==> config.mk <==
export PLATFORM = sky130hd
export DESIGN_NAME = button_debounce_multi_flat
export DESIGN_NICKNAME = d
export VERILOG_FILES = /design/src/rtl/button_debounce_multi_if.sv /design/src/rtl/button_debounce_multi.sv /design/src/flat_wrapper.sv
export SDC_FILE = /design/constraint.sdc
export NUM_CORES = 1
export LEC_CHECK = 0
export BUFFER_PORTS_ARGS = -buffer_cell sky130_fd_sc_hd__buf_2
export CORE_MARGIN = 1.5
export CORE_UTILIZATION = 56
export DETAILED_ROUTE_END_ITERATION = 10
export GPL_ROUTABILITY_DRIVEN = 0
export PLACE_DENSITY = 0.79
export SLEW_MARGIN = 10
export SYNTH_ARGS = -nofsm -noshare
export SYNTH_HDL_FRONTEND = slang
export SYNTH_SLANG_ARGS = --single-unit
==> constraint.sdc <==
create_clock -name clk -period 3 [get_ports clk]
set_clock_uncertainty 0.1 [all_clocks]
set_input_delay 0.75 -clock clk [delete_from_list [all_inputs] [get_ports clk]]
set_output_delay 0.75 -clock clk [all_outputs]
set_load 0.05 [all_outputs]
==> src/rtl/button_debounce_multi_if.sv <==
// Button conditioner bus: raw button levels in, debounced level and event pulses out.
// The board/pin side is the master; the conditioner is the slave.
interface button_debounce_multi_if #(
    parameter int CHANNELS = 4
);
    logic [CHANNELS-1:0] button_input;
    logic [CHANNELS-1:0] button_output;
    logic [CHANNELS-1:0] button_pressed;
    logic [CHANNELS-1:0] button_released;
    logic [CHANNELS-1:0] button_repeat;

    modport master (
        output button_input,
        input  button_output,
        input  button_pressed,
        input  button_released,
        input  button_repeat
    );

    modport slave (
        input  button_input,
        output button_output,
        output button_pressed,
        output button_released,
        output button_repeat
    );
endinterface

==> src/rtl/button_debounce_multi.sv <==
// Multi-channel button conditioner: synchroniser, stability filter, press/release
// pulses and hold-to-repeat pulses, replicated independently per channel.
module button_debounce_multi #(
    parameter int CHANNELS      = 4,
    parameter int SYNC_STAGES   = 2,
    parameter int STABLE_CYCLES = 1000000,
    parameter int REPEAT_DELAY  = 50000000,
    parameter int REPEAT_PERIOD = 10000000
) (
    input logic                   clk,
    input logic                   reset,
    button_debounce_multi_if.slave bus
);

    localparam int STAB_W = $clog2(STABLE_CYCLES + 1);
    localparam logic [STAB_W-1:0] STAB_LAST = STAB_W'(STABLE_CYCLES - 1);

    localparam int REP_SPAN = (REPEAT_DELAY > REPEAT_PERIOD) ? REPEAT_DELAY : REPEAT_PERIOD;
    localparam int REP_W    = (REP_SPAN > 1) ? $clog2(REP_SPAN + 1) : 1;
    localparam logic [REP_W-1:0] DELAY_LAST  = REP_W'((REPEAT_DELAY > 0) ? REPEAT_DELAY - 1 : 0);
    localparam logic [REP_W-1:0] PERIOD_LAST = REP_W'(REPEAT_PERIOD - 1);
    localparam bit REPEAT_EN = (REPEAT_DELAY != 0);

    logic [SYNC_STAGES-1:0] sync_q   [CHANNELS];
    logic [STAB_W-1:0]      stab_cnt [CHANNELS];
    logic [REP_W-1:0]       rep_cnt  [CHANNELS];
    logic [CHANNELS-1:0]    rep_first;

    logic [CHANNELS-1:0] out_q;
    logic [CHANNELS-1:0] press_q;
    logic [CHANNELS-1:0] release_q;
    logic [CHANNELS-1:0] repeat_q;

    logic [CHANNELS-1:0] accept;
    logic [CHANNELS-1:0] rep_due;

    // NOTE: every variable written here gets a default first so no latch is inferred.
    always_comb begin
        accept  = '0;
        rep_due = '0;
        for (int ch = 0; ch < CHANNELS; ch++) begin
            accept[ch]  = (sync_q[ch][SYNC_STAGES-1] != out_q[ch]) && (stab_cnt[ch] == STAB_LAST);
            rep_due[ch] = rep_first[ch] ? (rep_cnt[ch] == DELAY_LAST)
                                        : (rep_cnt[ch] == PERIOD_LAST);
        end
    end

    // NOTE: the synchroniser and counters are cleared by reset too, so a button held
    // across reset is seen as a fresh press with the full latency.
    always_ff @(posedge clk) begin
        if (reset) begin
            for (int ch = 0; ch < CHANNELS; ch++) begin
                sync_q[ch]   <= '0;
                stab_cnt[ch] <= '0;
                rep_cnt[ch]  <= '0;
            end
            rep_first <= '0;
            out_q     <= '0;
            press_q   <= '0;
            release_q <= '0;
            repeat_q  <= '0;
        end else begin
            for (int ch = 0; ch < CHANNELS; ch++) begin
                sync_q[ch] <= {sync_q[ch][SYNC_STAGES-2:0], bus.button_input[ch]};

                press_q[ch]   <= 1'b0;
                release_q[ch] <= 1'b0;
                repeat_q[ch]  <= 1'b0;

                if (sync_q[ch][SYNC_STAGES-1] == out_q[ch]) begin
                    stab_cnt[ch] <= '0;
                end else if (!accept[ch]) begin
                    stab_cnt[ch] <= stab_cnt[ch] + 1'b1;
                end else begin
                    stab_cnt[ch]  <= '0;
                    out_q[ch]     <= sync_q[ch][SYNC_STAGES-1];
                    press_q[ch]   <= sync_q[ch][SYNC_STAGES-1];
                    release_q[ch] <= ~sync_q[ch][SYNC_STAGES-1];
                end

                // Any acceptance rearms the delay phase; a release acceptance also
                // suppresses a repeat that would otherwise land on the same edge.
                if (accept[ch]) begin
                    rep_cnt[ch]   <= '0;
                    rep_first[ch] <= 1'b1;
                end else if (out_q[ch] && REPEAT_EN) begin
                    if (rep_due[ch]) begin
                        repeat_q[ch]  <= 1'b1;
                        rep_cnt[ch]   <= '0;
                        rep_first[ch] <= 1'b0;
                    end else if (rep_cnt[ch] != '1) begin
                        rep_cnt[ch] <= rep_cnt[ch] + 1'b1;
                    end
                end
            end
        end
    end

    assign bus.button_output   = out_q;
    assign bus.button_pressed  = press_q;
    assign bus.button_released = release_q;
    assign bus.button_repeat   = repeat_q;

endmodule
==> src/flat_wrapper.sv <==
// flat-port wrapper written by rule: the top's interface ports become plain ports
module button_debounce_multi_flat 
#(
    parameter int CHANNELS      = 4,
    parameter int SYNC_STAGES   = 2,
    parameter int STABLE_CYCLES = 1000000,
    parameter int REPEAT_DELAY  = 50000000,
    parameter int REPEAT_PERIOD = 10000000
)
  (clk, reset, bus_button_input, bus_button_output, bus_button_pressed, bus_button_released, bus_button_repeat);
  button_debounce_multi_if #(.CHANNELS(CHANNELS)) bus_i ();
  input logic clk;
  input logic reset;
  input wire logic [$bits(bus_i.button_input)-1:0] bus_button_input;
  output wire logic [$bits(bus_i.button_output)-1:0] bus_button_output;
  output wire logic [$bits(bus_i.button_pressed)-1:0] bus_button_pressed;
  output wire logic [$bits(bus_i.button_released)-1:0] bus_button_released;
  output wire logic [$bits(bus_i.button_repeat)-1:0] bus_button_repeat;
  assign bus_i.button_input = bus_button_input;
  assign bus_button_output = bus_i.button_output;
  assign bus_button_pressed = bus_i.button_pressed;
  assign bus_button_released = bus_i.button_released;
  assign bus_button_repeat = bus_i.button_repeat;
  button_debounce_multi #(.CHANNELS(CHANNELS), .SYNC_STAGES(SYNC_STAGES), .STABLE_CYCLES(STABLE_CYCLES), .REPEAT_DELAY(REPEAT_DELAY), .REPEAT_PERIOD(REPEAT_PERIOD)) u_core (.clk(clk), .reset(reset), .bus(bus_i));
endmodule
Word level (Yosys, flattened, before mapping)
Memories as Yosys holds them, arrays and structs flattened.
Index checks and enable logic that the tools add are counted.
{"block": "classes", "n_addsub": 8, "n_eq_ne": 24, "mux": 143, "n_bitwise": 40, "n_reduce_logical": 24}
{"operator": "$mux 26", "n": 12}
{"operator": "$mux 20", "n": 12}
{"operator": "$mux 1", "n": 115}
{"operator": "$add 26x1->26 const B", "n": 4}
{"operator": "$eq 26x24->1 const B", "n": 4}
{"operator": "$eq 26x26->1 const B", "n": 4}
{"operator": "$ne 26x26->1 const B", "n": 4}
{"operator": "$add 20x1->20 const B", "n": 4}
{"operator": "$eq 20x20->1 const B", "n": 4}
{"operator": "$or 1x1->1", "n": 28}
{"operator": "$reduce_and 2->1", "n": 8}
{"operator": "$reduce_bool 2->1", "n": 8}
{"operator": "$not 1->1", "n": 12}
{"operator": "$reduce_or 3->1", "n": 4}
{"operator": "$mux 2", "n": 4}
{"operator": "$eq 1x1->1", "n": 4}
{"operator": "$logic_and 1x1->1", "n": 4}
{"operator": "$ne 1x1->1", "n": 4}
{"block": "totals", "regBits": 20, "mem_bits_rw": 192, "in_bits": 6, "output_inout_bits": 16, "elab_cells": 259, "mem_count": 3}
{"name": "u_core.rep_cnt", "words": 4, "width": 26, "read_ports": 4, "rd_ports_with_merged_regs": 0, "wr": 4, "line": "button_debounce_multi.sv:26", "rtl": "logic [REP_W-1:0] rep_cnt [CHANNELS];"}
{"name": "u_core.stab_cnt", "words": 4, "width": 20, "read_ports": 4, "rd_ports_with_merged_regs": 0, "wr": 4, "line": "button_debounce_multi.sv:25", "rtl": "logic [STAB_W-1:0] stab_cnt [CHANNELS];"}
{"name": "u_core.sync_q", "words": 4, "width": 2, "read_ports": 4, "rd_ports_with_merged_regs": 0, "wr": 4, "line": "button_debounce_multi.sv:24", "rtl": "logic [SYNC_STAGES-1:0] sync_q [CHANNELS];"}

Longest topological paths before layout
{"block": "depth", "ltp_word": 9, "ltp_mapped": 8, "ltp_nobuf": 6}

Worst setup path before layout
OpenSTA, ideal clock, no wires.
{"block": "synth_timing", "kind": "register -> register", "start": "mem u_core.rep_cnt[0][78] (netlist bit)", "end": "mem u_core.rep_cnt[0][100] (netlist bit), enable pin", "setup_ns": 0.584, "arrival_ns": 2.425, "setup_slack_ns": -0.109, "path_stages_with_launch": 7, "n_path_buf": 0, "period_less_slack_ns": 3.109, "cell_sequence": "edfxtp_1 ha_1 nand3_2 nor3_2 nand3_1 o211ai_2 o2111ai_1"}
{"element": "from (decl)", "line": "button_debounce_multi.sv:26"}

==> results.md <==
Route:
- The number of iterations in the first detailed-routing pass is 5.
- The detailed router placed ~8k vias in this run.
- The detail-routed net length per standard cell is 14.5 um.
- The routed via count divided by cell count is 5.48.
- Wires add up to 21,300 um.
- The detailed router finished its first iteration with 491 violations.
- The total DRC errors in the routed layout is 0.
- The number of routed nets with antenna violations is 0.

Place:
- The number of port buffers is 21.
- The placed standard-cell area is 0.0121 mm2.
- The detailed placement HPWL is about 15,000 um.

Clock tree:
- The clock latency on the worst-skew pair is 0.52 ns.
- CTS built an H-tree with a depth of 1.
- The clock net in this run drives a total of 212 sinks.
- Clock-pin slew was measured on the worst setup and hold paths at 0.06 ns.
- The number of buffers created by CTS is 24.
- The number of gates resized after CTS was 0.
- Clock tree synthesis selected as its root buffer the cell clkbuf_16.
- Post-CTS timing repair inserted 0 buffers for setup.
- After clock tree synthesis, the flow added hold-fix buffers numbering 0.
- The maximum buffer depth of the clock tree is 3.
- The TritonCTS clock tree is done.

Logic synthesis:
- By area, the combinational part of the netlist is dominated by simple AND/OR/NAND/NOR gates.
- The synthesized design spends more area on one cell type than any other, namely edfxtp_1.
- Of the total synthesized cell area, the portion taken by XOR and XNOR cells is 0.131.
- The post-synthesis compound-gate area fraction came to 0.0200.
- The cell area after synthesis is 0.0114 mm2.
- The fraction of the yosys area taken by sequential cells is 0.532.
- The post-synthesis register bit count is between 200 and 250.
- The basic-gate share of the synthesized area counting and, or, nand and nor cells is 0.284.
- The average instance in the mapped netlist occupies 10.6 um2.
- Of the post-synthesis cell area, the dominant cell type holds 0.483.
- The number of library cell types mapped by synthesis is 63.
- Ranked by total cell area, the synthesized netlist is headed by edfxtp_1, xor2_1, nor2_1.
- The proportion of synthesized area in mux cells is 0.000875.
- During synthesis, Yosys emitted a total of 0 warnings.
- Yosys mapped a number of flops with a built-in enable equal to around 180.
- The gate count of the mapped netlist is 1,076.
- The most used flip-flop cell after synthesis is edfxtp_1.
- In the synthesized netlist the async set-or-reset flop fraction comes to 0.
- Of the total synthesized cell area, the portion taken by full adders, half adders and majority gates is 0.00875.

Worst setup path:
- The critical path data arrival time is 2.75 ns.
- STA classifies the critical path endpoint as a register.
- The sort of element at the start of the critical path is a register.
- The delay contributed by the slowest stage of the critical path is around 0.54 ns.
- The critical path is of the reg2reg type.
- In this run the worst path has a maximum fanout of 14.
- Walking the worst path, the cells encountered are or4_1 > nor4_2 > a31oi_1 > nand3b_1 > nor2_1.
- For the worst setup path, the data required time is 3.13 ns.
- The largest individual stage delay along the critical path comes from the cell or4_1.

Timing:
- For this run, the top clock speed supported by timing is 0.382 GHz.
- Setup repair after global routing left no endpoint under its margin.
- Counting I/O delays and the setup requirement, the final critical path takes 2.62 ns.
- The worst pin sits at a relative slew slack of 0.438.
- The hold violation count in the final report is 0.
- Adding up every negative setup slack in the final design gives 0 ns.
- The final count of pins violating max slew is 0.
- The share of the clock period used by the worst path is 0.872.
- Setup violations remaining at the end of the flow were counted as 0.
- For the pin with the worst max-slew slack, the measured transition is approximately 0.84 ns.

Final layout:
- After filler insertion, the fill cell instance count of the layout stands at approximately 1.6k.
- 0 antenna diodes ended up in the layout.
- In the layout the commonest cells are nor2_1, edfxtp_1, xor2_1.
- The most common library cell in the layout ignoring fill and taps is nor2_1.
- Summing all non-filler instances in the final layout gives an area of 0.0129 mm2.
- Of the cells placed in the final design, the portion with a size suffix greater than 1 is 0.0922.
- For this run, the post-layout net count is around 1.2k.
- The layout overhead on the synthesized area is 12.7%.

Status:
- The run finished with clean final reports.

Global route:
- The first global-routing pass estimated 36,800 um of wire.
- The number of antenna violations at the first check in global routing came to 0.
- The number of global-route vias before repair was 7,731.
- Entering global routing, the biggest net connects 27 pins.
- The overall routing resource usage is 0.205.
- The residual overflow from global routing is 0.

Floorplan:
- The width of the die is around 150 um.
- The die is 146 um tall.
- The floorplan has 52 rows.
- The total area inside the core boundary comes to just over 0.02 mm2.
- The effective utilization at floorplan is 0.567.
- The floorplan die area is 0.0213 mm2.
- The number of placed I/O pins is 22.

Pwr:
- The worst ir drop on vdd is 0.513 mV.
- In this run the power density over the cells is roughly 500 mW/mm2.
- The overall power after layout is 6.47 mW.
- The analysis attributes to cell leakage a power of about 4.3 nW.

Hold path:
- The path category of the worst min-delay check is reg2reg.

Job:
- The total of max-cap violations is 0.
-- metrics by stage --
step                setup WS (ns)  utilization  cells  hold slack (ns)
finish                      0.385        0.640   1474            0.348
global route                0.172        0.640   1474            0.359
CTS                         0.376        0.640   1474            0.339
detailed placement          0.410        0.602   1430            0.328
global placement            0.493        0.602   1430            0.318
floorplan                   0.279            -   1155            0.314
-- synth_stat cells (6+ instances only) --
library cell,n
nor2_4,18
inv_1,26
xnor2_1,82
xor2_1,89
nor3_1,40
dfxtp_1,28
nor2b_1,12
nand2_1,70
nor4b_1,8
edfxtp_1,184
nand3_1,77
and3_1,35
a21oi_1,7
nor3b_1,6
buf_2,9
nor4_2,6
ha_1,8
nor4_1,15
nor2_1,200
and4_1,26
clkbuf_1,16
nand4_1,42
-- critical path, delay by kind of cell, from the launching register on --
kind,cells,cell delay (ns)
AO/OA/AOI/OAI,1,0.21
AND/OR/NAND/NOR,4,1.58
flip-flops,1,0.44
-- logic make-up (layout without fill, tap and decap cells) --
family                   Yosys count  after routing
AO/OA/AOI/OAI                     29             29
XOR/XNOR                         171            171
adder cells (fa/ha/maj)            8              8
buffers and inverters             57            106
flip-flops                       212            212
multiplexers                       1              1
other                              1             80
AND/OR/NAND/NOR                  597            597
-- layer usage --
metal | wire length, um | vias up | GRT usage | share of wire
met4 | 340 | 0 | 0.0531 | 0.016
met2 | 10200 | 166 | 0.340 | 0.48
met3 | 854 | 31 | 0.0285 | 0.040
li1 | - | 4004 | - | -
met1 | 9920 | 3883 | 0.287 | 0.46
met5 | 0 | - | 0 | 0
-- final cells by class --
cell class              count  area [um2]  share of cell area
clock buffers              39         708              0.0549
clock inverters             5        51.3             0.00398
inverters                  26        97.6             0.00756
multi-input cells         886        5390               0.418
flip-flops and latches    212        6090               0.472
well taps                 270         338              0.0262
repair buffers             36         230              0.0178
-- registers in the layout, indices dropped and copies added, names as in the netlist --
name	cells
u_core.rep_cnt	104
u_core.stab_cnt	80
u_core.bus.button_pressed	4
u_core.bus.button_repeat	4
u_core.bus.button_output	4
u_core.rep_first	4
u_core.bus.button_released	4
u_core.sync_q	8
-- final timing paths --
check	start	to	slack, ns	cells after the start
min reg2reg	u_core.sync_q[2][0]	u_core.sync_q[2][1]	0.35	1
min	u_core.sync_q[2][0]	u_core.sync_q[2][1]	0.35	1
max reg2reg	u_core.stab_cnt[0][47]	u_core.rep_cnt[0][59]	0.38	5
max	u_core.stab_cnt[0][47]	u_core.rep_cnt[0][59]	0.38	5
-- power breakdown --
part / internal (mW) / total, mW / switching (mW)
logic: 0.0945 / 0.227 / 0.133
registers: 3.30 / 3.43 / 0.123
clock network: 1.69 / 2.82 / 1.12
Note: power is estimated with default switching activity, not from simulation.
